`config.mk`:
```
export PLATFORM = sky130hd
export DESIGN_NAME = sid_pattern_seq
export DESIGN_NICKNAME = d
export VERILOG_FILES = /design/src/rtl/sid_pattern_seq.sv
export SDC_FILE = /design/constraint.sdc
export NUM_CORES = 1
export LEC_CHECK = 0
export CAP_MARGIN = 20
export CORE_MARGIN = 2
export CORE_UTILIZATION = 40
export CTS_CLUSTER_DIAMETER = 150
export DETAILED_ROUTE_END_ITERATION = 10
export GPL_TIMING_DRIVEN = 0
export HOLD_SLACK_MARGIN = 0.08
export PLACE_DENSITY_LB_ADDON = 0.08
export SLEW_MARGIN = 10
export SYNTH_ARGS = -nofsm -noshare
export SYNTH_HDL_FRONTEND = slang
export SYNTH_SLANG_ARGS = --single-unit
```
`constraint.sdc`:
```
create_clock -name clk -period 3.15 [get_ports clk]
set_input_delay 0.315 -clock clk [delete_from_list [all_inputs] [get_ports clk]]
set_output_delay 0.315 -clock clk [all_outputs]
set_load 0.03 [all_outputs]
```
`src/rtl/sid_pattern_seq.sv`:
```
// sid_pattern_seq: programmable NUM_CH-channel step sequencer feeding SID voice note/gate/trig.
// Optional macro SID_SEQ_SWING_EN adds a swing input (even steps longer, odd steps shorter).

module sid_seq_ch #(
  parameter int STEPS  = 16,
  parameter int STEP_W = 4,
  parameter int NOTE_W = 7,
  parameter int CNT_W  = 25
) (
  input  logic              clk,
  input  logic              rst_n,
  input  logic              wr,
  input  logic [STEP_W-1:0] wr_step,
  input  logic [NOTE_W:0]   wr_data,
  input  logic              play,
  input  logic              entry,
  input  logic [STEP_W-1:0] step,
  input  logic [CNT_W-1:0]  cnt,
  input  logic [CNT_W-1:0]  gate_len,
  output logic [NOTE_W-1:0] note,
  output logic              gate,
  output logic              trig
);
  logic [STEPS-1:0][NOTE_W:0] mem;
  logic [NOTE_W:0]            rd;
  logic                       cur_vld;

  // Flop memory: the entry read sees pre-write data, so a same-cycle write lands on the next visit.
  assign rd = mem[step];

  always_ff @(posedge clk or negedge rst_n) begin
    if (!rst_n) mem <= '0;
    else
      for (int i = 0; i < STEPS; i++)
        if (wr && wr_step == STEP_W'(i)) mem[i] <= wr_data;
  end

  always_ff @(posedge clk or negedge rst_n) begin
    if (!rst_n) begin
      note    <= '0;
      trig    <= 1'b0;
      cur_vld <= 1'b0;
    end else begin
      trig <= entry && rd[NOTE_W];
      if (entry) begin
        cur_vld <= rd[NOTE_W];
        if (rd[NOTE_W]) note <= rd[NOTE_W-1:0];
      end else if (!play) begin
        cur_vld <= 1'b0;
      end
    end
  end

  // counter==0 never gates, leaving a retrigger gap between consecutive valid steps.
  assign gate = play && cur_vld && (cnt != '0) && (cnt <= gate_len);
endmodule

module sid_pattern_seq #(
  parameter int NUM_CH   = 2,
  parameter int STEPS    = 16,
  parameter int STEP_W   = $clog2(STEPS),
  parameter int NOTE_W   = 7,
  parameter int PERIOD_W = 24,
  localparam int CH_W    = (NUM_CH > 1) ? $clog2(NUM_CH) : 1
) (
  input  logic                       clk,
  input  logic                       rst_n,
  input  logic                       run,
  input  logic [PERIOD_W-1:0]        step_period,
  input  logic [STEP_W-1:0]          loop_end,
  input  logic [NUM_CH*PERIOD_W-1:0] gate_len,
`ifdef SID_SEQ_SWING_EN
  input  logic [PERIOD_W-1:0]        swing,
`endif
  input  logic                       wr_en,
  input  logic [CH_W-1:0]            wr_ch,
  input  logic [STEP_W-1:0]          wr_step,
  input  logic [NOTE_W:0]            wr_data,
  output logic [NUM_CH*NOTE_W-1:0]   note,
  output logic [NUM_CH-1:0]          gate,
  output logic [NUM_CH-1:0]          trig,
  output logic [STEP_W-1:0]          step,
  output logic                       step_tick
);
  // One extra counter bit so a swung even step (period + swing) cannot overflow.
  localparam int CNT_W = PERIOD_W + 1;

  typedef enum logic {IDLE, PLAY} state_t;

  state_t                         state, state_nx;
  logic [CNT_W-1:0]               cnt, cnt_nx, step_end;
  logic [STEP_W-1:0]              step_nx, eff_end;
  logic                           play, entry, wr_ok;
  logic [NUM_CH-1:0][NOTE_W-1:0]  note_a;

  assign play      = (state == PLAY);
  assign step_tick = play && (cnt == '0);
  assign entry     = step_tick && run;
  assign eff_end   = ({1'b0, loop_end} > (STEP_W+1)'(STEPS-1)) ? STEP_W'(STEPS-1) : loop_end;
  assign wr_ok     = wr_en && ({1'b0, wr_ch} < (CH_W+1)'(NUM_CH))
                           && ({1'b0, wr_step} < (STEP_W+1)'(STEPS));

`ifdef SID_SEQ_SWING_EN
  logic [PERIOD_W-1:0] swing_s;
  assign swing_s  = (swing > step_period) ? step_period : swing;
  assign step_end = step[0] ? CNT_W'(step_period) - CNT_W'(swing_s)
                            : CNT_W'(step_period) + CNT_W'(swing_s);
`else
  assign step_end = CNT_W'(step_period);
`endif

  // >= rather than == so a live shrink of the step length ends the step immediately.
  always_comb begin
    state_nx = state;
    cnt_nx   = '0;
    step_nx  = '0;
    case (state)
      IDLE: if (run) state_nx = PLAY;
      PLAY: begin
        if (!run) state_nx = IDLE;
        else if (cnt >= step_end) step_nx = (step >= eff_end) ? '0 : step + 1'b1;
        else begin
          cnt_nx  = cnt + 1'b1;
          step_nx = step;
        end
      end
    endcase
  end

  always_ff @(posedge clk or negedge rst_n) begin
    if (!rst_n) begin
      state <= IDLE;
      cnt   <= '0;
      step  <= '0;
    end else begin
      state <= state_nx;
      cnt   <= cnt_nx;
      step  <= step_nx;
    end
  end

  for (genvar c = 0; c < NUM_CH; c++) begin : g_ch
    sid_seq_ch #(.STEPS(STEPS), .STEP_W(STEP_W), .NOTE_W(NOTE_W), .CNT_W(CNT_W)) u_ch (
      .clk      (clk),
      .rst_n    (rst_n),
      .wr       (wr_ok && (wr_ch == CH_W'(c))),
      .wr_step  (wr_step),
      .wr_data  (wr_data),
      .play     (play),
      .entry    (entry),
      .step     (step),
      .cnt      (cnt),
      .gate_len ({1'b0, gate_len[c*PERIOD_W +: PERIOD_W]}),
      .note     (note_a[c]),
      .gate     (gate[c]),
      .trig     (trig[c])
    );
  end

  assign note = note_a;
endmodule

```
==> results of run 1 <==
==> path summary, 6_finish.rpt <==
kind                                                     to                        startpoint  slack, ps  depth (start not counted)
setup / recovery                                    gate[0]                 cnt[20]$_DFF_PN0_         10                         10
hold / removal                               play$_DFF_PN0_                               run        310                          1
max in group asynchronous  g_ch[1].u_ch.mem[68]$_DFFE_PN0P_                             rst_n       1490                          4
min in group asynchronous       g_ch[0].u_ch.trig$_DFF_PN0_                             rst_n        340                          2
setup reg to reg           g_ch[1].u_ch.note[2]$_DFFE_PN0P_               step[2]$_DFFE_PN0P_        160                          6
hold reg to reg            g_ch[0].u_ch.mem[27]$_DFFE_PN0P_  g_ch[0].u_ch.mem[27]$_DFFE_PN0P_        500                          1
==> power by group through the flow <==
| stage | logic [W] | clock network (W) | registers [W] |
|---|---|---|---|
| after global routing | 0.00225 | 0.00428 | 0.00506 |
| final | 0.00209 | 0.00401 | 0.00497 |
| after global placement | 0.00205 | 0 | 0.00503 |
| after detailed placement | 0.00211 | 0 | 0.00503 |
| after floorplan | 0.00129 | 0 | 0.00507 |
| after CTS | 0.00212 | 0.00411 | 0.00496 |
==> per-stage QoR <==
stage          std cells  utilization, %  cell area [um^2]  worst slack, ps
2_1_floorplan       1156               -             15900              651
3_3_place_gp        1785            45.3             17600           -12150
3_5_place_dp        1794            45.7             17800            -1460
4_1_cts             1867            49.3             19200             -145
5_1_grt             1878            49.6             19300             -121
6_report            1878            49.6             19300             12.6
==> kinds of logic after synthesis <==
group / after synthesis
AOI/OAI and AO/OA: 75
xor gates and xnor gates: 19
adders and majority gates: 79
buffers and inverters: 149
DFF: 304
muxes: 351
and+or+nand+nor: 179
==> routing by layer <==
layer  vias up  GRT usage [%]  wire, um  share of wire [%]
li1       4586              -         -                  -
met5         -              0         9              0.020
met2       225           36.8     21300                 48
met4         2           5.58      1040                2.3
met1      5286           30.4     20300                 45
met3        68           3.48      1940                4.4
==> placed cells by master (no fill, tap or decap), types with 5 or more instances in the layout <==
cell,netlist,routed
sky130_fd_sc_hd__dfrtp_1,304,290
sky130_fd_sc_hd__mux2_2,256,256
sky130_fd_sc_hd__clkdlybuf4s50_1,0,107
sky130_fd_sc_hd__inv_1,82,82
sky130_fd_sc_hd__ha_1,79,71
sky130_fd_sc_hd__mux4_2,57,57
sky130_fd_sc_hd__clkbuf_1,41,49
sky130_fd_sc_hd__nor2_1,47,46
sky130_fd_sc_hd__nand2_1,40,40
sky130_fd_sc_hd__clkbuf_16,0,37
sky130_fd_sc_hd__mux4_1,23,23
sky130_fd_sc_hd__buf_4,4,22
sky130_fd_sc_hd__nand4_1,18,18
sky130_fd_sc_hd__buf_6,6,17
sky130_fd_sc_hd__nand3_1,16,16
sky130_fd_sc_hd__a21o_1,16,16
sky130_fd_sc_hd__xor2_1,16,16
sky130_fd_sc_hd__mux2_4,14,14
sky130_fd_sc_hd__dfrtp_2,0,14
sky130_fd_sc_hd__buf_2,13,13
sky130_fd_sc_hd__o21ai_0,18,13
sky130_fd_sc_hd__a21oi_1,18,12
sky130_fd_sc_hd__ha_4,0,8
sky130_fd_sc_hd__clkinv_2,0,8
sky130_fd_sc_hd__nand2b_1,7,7
sky130_fd_sc_hd__nor3_1,7,7
sky130_fd_sc_hd__clkbuf_8,0,7
sky130_fd_sc_hd__and3_1,6,6
sky130_fd_sc_hd__nor4_1,7,6
sky130_fd_sc_hd__a21oi_2,0,6
sky130_fd_sc_hd__nor2b_1,5,5
==> worst max-delay path: stages (launching register included) <==
cell and delay [ps]:
sky130_fd_sc_hd__dfrtp_2 440, sky130_fd_sc_hd__ha_4 230, sky130_fd_sc_hd__a21oi_2 140, sky130_fd_sc_hd__o21ai_2 90, sky130_fd_sc_hd__a2111oi_4 270, sky130_fd_sc_hd__a211oi_2 140, sky130_fd_sc_hd__a2111oi_2 320, sky130_fd_sc_hd__o21ai_1 150
sky130_fd_sc_hd__a211oi_1 260, sky130_fd_sc_hd__buf_4 150, sky130_fd_sc_hd__buf_6 120
==> repair_timing <==
action / CTS / global route
setup endpoints to repair: 3 / 3
resized for setup: 56 / 7
setup buffers: 10 / 9
hold endpoints to repair: 62 / 0
gates cloned: 0 / 0
hold buffers: 1 / 0
pin swaps: 12 / 7
==> cell type report <==
type,count,area share (%)
Multi-Input combinational cell,703,40.4
Sequential cell,304,39.5
Timing Repair Buffer,142,7.49
Clock buffer,52,5.45
Tap cell,518,3.36
Buffer,66,1.82
Inverter,83,1.61
Clock inverter,10,0.402
==> state kept, by name, summed over array words and instances (netlist names) <==
name and cells:
cnt 25, g_ch.u_ch.cur_vld 2, g_ch.u_ch.mem 256, g_ch.u_ch.note 14
g_ch.u_ch.trig 2, play 1, step 4
==> run metrics, run 1 <==
run status=complete, no violations; number of standard cells after synthesis=1,156; initial DRC count=412; CTS clk-pin slew, worst paths=60 ps; tightest slew margin relative to the limit=19.0%; count of TritonRoute iterations in the first routing pass=5; net count reported at finish=1,507; Hold Worst Slack=between 300 and 400 ps; Starting Density=40.7%; sort of element at the end of the critical path=primary output; final number of hold-violating endpoints=0; Crit path arrival time=2820 ps; Synth Area in Adders=6.23%; switching power=roughly 0.0028 W; total number of clock tree sinks=304; share of total power consumed by net switching=25.4%; number of vias in the routed layout=10,167; worst clock skew=8.74 ps; cell area power density=573 nW/um^2; synthesis warning total=0; final count of negative-setup-slack endpoints=0; number of pins exceeding their max-slew limit in the final report=0; number of buffers created by CTS=35; Via density=5.41; Max Clock Freq=around 320 MHz; Core ar.=38,900 um^2; combinational power share=18.9%; count of flip-flops with a built-in enable after synthesis=0; antenna diode instance count=0; count of boundary I/O pins=116; portion of netlist area occupied by mux cells=a little under a third; maximum number of pins on one net before global-route repair=around 110; gp weighted congestion=0.848; CTS tree=done; class of the tightest hold or removal check=in2reg; register share of total power=44.9%; FFs w/ async S/R, synth=100%; multi-input combinational cell area=7800 um^2; count leader, synth=sky130_fd_sc_hd__dfrtp_1; ranking of synthesized cells by instance count=sky130_fd_sc_hd__dfrtp_1, sky130_fd_sc_hd__mux2_2, sky130_fd_sc_hd__inv_1, sky130_fd_sc_hd__ha_1, sky130_fd_sc_hd__mux4_2; cell leakage power=between 8 and 9 nW; worst-path maximum fanout=3; main flop type after synthesis=sky130_fd_sc_hd__dfrtp_1; Total Power=0.0111 W; synthesized-area fraction occupied by ao, oa, aoi and oai cells=~3.1%; post-layout minimum cycle time=3140 ps; area fraction in and, or, nand and nor cells after synthesis=between 5 and 6%; number of antenna violations at the first check in global routing=1; fraction of the cycle the final worst path needs=99.6%; Req. time, crit path=between 2000 and 3000 ps; biggest area contributors in the synthesized netlist=sky130_fd_sc_hd__dfrtp_1, sky130_fd_sc_hd__mux2_2, sky130_fd_sc_hd__mux4_2, sky130_fd_sc_hd__ha_1, sky130_fd_sc_hd__mux4_1; Int Power=0.00825 W; buffer depth of the longest clock path=3; detailed-route wire length=44,600 um; first-pass GRT wire length=about 67,000 um; sequential cell area=7620 um^2; Setup crit start kind=flip-flop; synthesized-area fraction occupied by xor and xnor cells=1.05%; Die Width=roughly 200 um; global routing usage summed across all routing layers=22.1%; transition at the pin with the smallest max-transition slack=1210 ps; Die H=203 um; Synth Cell Area=15,900 um^2; remaining antenna violation count=0; placed wire-length estimate=roughly 30,000 um; count of filler cells inserted in the layout=about 3,500; clk root buf=sky130_fd_sc_hd__clkbuf_16; Critical Setup Path Class=reg2out; via count of the first global-routing pass=10,652; library cell with the largest summed area after synthesis=sky130_fd_sc_hd__dfrtp_1; final-layout setup total negative slack=0 ps; I/O Buffers=111; floorplan row count=between 70 and 80; level count of the clock H-tree=2; Synth Area per Inst=about 14 um^2; detailed-route wire length per cell=23.7 um; die area=41,200 um^2; Clock Power Share=a little over a third; nets in the synthesized netlist=1,328; number of flip-flops and latches in the synthesized netlist=around 300; clock latency of the later-clocked register in the worst-skew pair=around 520 ps; signed area change from the synthesized netlist to the final layout=21.8%; Worst IR Drop VDD=roughly 0.4 mV; leftover overflow at the end of global routing=0; largest family of logic cells by synthesized area=multiplexers; number of remaining DRC errors=0; Netlist cell types=59; Yosys top cell area share=48.0%; count of max-cap constraint violations=0; proportion of layout cells with a drive suffix above 1=36.0%; RSZ-0062 raised after global routing=true; post-synthesis sequential area ratio=a little under half
(Power assumes the default switching activity.)
==> run 2, diff against run 1 <==
--- a/config.mk
+++ b/config.mk
@@ -8,6 +8,7 @@
 export CAP_MARGIN = 20
 export CORE_MARGIN = 2
 export CORE_UTILIZATION = 40
+export CTS_BUF_LIST = sky130_fd_sc_hd__clkbuf_8
 export CTS_CLUSTER_DIAMETER = 150
 export DETAILED_ROUTE_END_ITERATION = 10
 export GPL_TIMING_DRIVEN = 0
==> run 2 against run 1 <==
The flow now finishes with violations (setup timing). Utilization fell by 0.35 points. Sequential power barely moved. Register-to-register slack barely moved. Worst hold slack got worse by 56 ps. Largest power group unchanged. Flip-flop and latch count did not move. Largest cell class unchanged. Clock power fell by 9.0%.
==> run metrics, run 2 (synthesis results as in run 1) <==
Starting Density=40.7%; worst-path maximum fanout=2; Total Power=0.0107 W; Die H=203 um; cell area power density=approximately 560 nW/um^2; first-pass GRT wire length=67,700 um; utilization of the core after routing=about 49%; number of buffers created by CTS=53; final count of negative-setup-slack endpoints=2; run status=finished, violations left; global routing usage summed across all routing layers=roughly 22%; RSZ-0062 raised after global routing=true; signed area change from the synthesized netlist to the final layout=20.9%; Via density=5.38; Crit path arrival time=2910 ps; class of the tightest hold or removal check=in2reg; detailed-route wire length=44,800 um; initial DRC count=461; sort of element at the end of the critical path=primary output; count of TritonRoute iterations in the first routing pass=4; floorplan row count=72; maximum number of pins on one net before global-route repair=105; count of max-cap constraint violations=0; via count of the first global-routing pass=~11,000; Hold Worst Slack=256 ps; failing checks=setup timing; remaining antenna violation count=0; transition at the pin with the smallest max-transition slack=1120 ps; leading registers by flop count=g_ch.u_ch.mem: 256 flops, cnt: 25 flops, g_ch.u_ch.note: 14 flops; leftover overflow at the end of global routing=0; Setup crit start kind=flip-flop; clock latency of the later-clocked register in the worst-skew pair=580 ps; clk root buf=sky130_fd_sc_hd__clkbuf_8; worst slack at placement=-1460 ps; most common cell after layout, fill and taps aside=sky130_fd_sc_hd__dfrtp_1; antenna diode instance count=0; worst clock skew=12.4 ps; total number of clock tree sinks=304; Req. time, crit path=2830 ps; count of boundary I/O pins=around 120; detailed-route wire length per cell=23.6 um; worst-case setup margin in the final layout=-75.0 ps; number of flip-flops in the largest register=256; die area=41,200 um^2; buffer depth of the longest clock path=3; Critical Setup Path Class=reg2out; number of pins exceeding their max-slew limit in the final report=0; commonest cells after routing, fill and taps aside=sky130_fd_sc_hd__dfrtp_1, sky130_fd_sc_hd__mux2_2, sky130_fd_sc_hd__clkdlybuf4s50_1; net count reported at finish=~1,500; placed wire-length estimate=30,500 um; gp weighted congestion=between 0.8 and 0.9; fraction of the cycle the final worst path needs=102%; tightest slew margin relative to the limit=25.2%; Die Width=roughly 200 um; proportion of layout cells with a drive suffix above 1=36.1%; number of antenna violations at the first check in global routing=1; number of vias in the routed layout=10,205; register bank with the most flops=g_ch.u_ch.mem; CTS tree=done; cell leakage power=8.94 nW; number of remaining DRC errors=0; CTS clk-pin slew, worst paths=60 ps; Core ar.=38,900 um^2; final-layout setup total negative slack=-77.4 ps; post-layout minimum cycle time=3230 ps; Worst IR Drop VDD=0.305 mV; level count of the clock H-tree=2; Max Clock Freq=310 MHz; I/O Buffers=around 110; final number of hold-violating endpoints=0
[run 2: cell types whose count changed in the layout (fill, tap and decap cells not counted), sizes merged]
cell | previous run | this run
buf | 58 | 51
clkinvlp | 1 | 0
clkbuf | 93 | 111
inv | 83 | 101
clkinv | 8 | 0
[run 2: layout make-up]
cell class / instances / area [um^2]
Buffer: 66 / 352
Timing Repair Buffer: 135 / 1390
Clock buffer: 70 / 963
Multi-Input combinational cell: 703 / 7780
Tap cell: 518 / 648
Inverter: 83 / 312
Sequential cell: 304 / 7620
Fill cell: 3548 / 19700
Clock inverter: 19 / 97.6
[run 2: path summary, 6_finish.rpt]
path / slack [ps] / startpoint / endpoint / depth (start not counted)
setup / recovery: -80 / cnt[14]$_DFF_PN0_ / gate[0] / 10
hold / removal: 260 / wr_step[3] / g_ch[0].u_ch.mem[26]$_DFFE_PN0P_ / 3
setup reg to reg: 170 / step[2]$_DFFE_PN0P_ / g_ch[1].u_ch.note[2]$_DFFE_PN0P_ / 6
hold reg to reg: 500 / g_ch[0].u_ch.mem[27]$_DFFE_PN0P_ / g_ch[0].u_ch.mem[27]$_DFFE_PN0P_ / 1
max in group asynchronous: 1530 / rst_n / g_ch[1].u_ch.mem[85]$_DFFE_PN0P_ / 4
min in group asynchronous: 290 / rst_n / g_ch[0].u_ch.trig$_DFF_PN0_ / 2
[run 2: repair_timing]
| item | in CTS | in global routing |
|---|---|---|
| setup endpoints to repair | 3 | 3 |
| hold buffers | 1 | 0 |
| hold endpoints to repair | 62 | 0 |
| buffers inserted | 10 | 2 |
| gates resized for setup | 49 | 12 |
| pin swaps | 12 | 9 |
[run 2: power breakdown]
part           switching (W)  internal, W  total (W)
clock                0.00161      0.00204    0.00365
combinational       0.000856      0.00124    0.00209
sequential          0.000344      0.00463    0.00497
[run 2: through the flow]
stage / std cells / instance area (um^2)
after detailed placement: 1794 / 17800
final: 1898 / 19200
after global routing: 1898 / 19200
after CTS: 1894 / 19100
after floorplan: 1156 / 15900
after global placement: 1785 / 17600
[run 2: routing by layer]
layer  track usage, %  part of all wire [%]  up-vias
met5                0                 0.020        -
met4             6.41                   2.5        2
met3             3.55                   4.6       76
met2             36.7                    48      211
met1             30.3                    45     5297
li1                 -                     -     4619
[run 2: critical path, cell delays in order, from the launching register on]
cell and delay, ps:
sky130_fd_sc_hd__dfrtp_2 430, sky130_fd_sc_hd__ha_4 220, sky130_fd_sc_hd__a21oi_2 130, sky130_fd_sc_hd__nor2_2 60
sky130_fd_sc_hd__a2111oi_4 390, sky130_fd_sc_hd__a211oi_2 140, sky130_fd_sc_hd__a2111oi_2 310, sky130_fd_sc_hd__o21ai_1 150
sky130_fd_sc_hd__a211oi_1 230, sky130_fd_sc_hd__buf_4 150, sky130_fd_sc_hd__buf_6 120
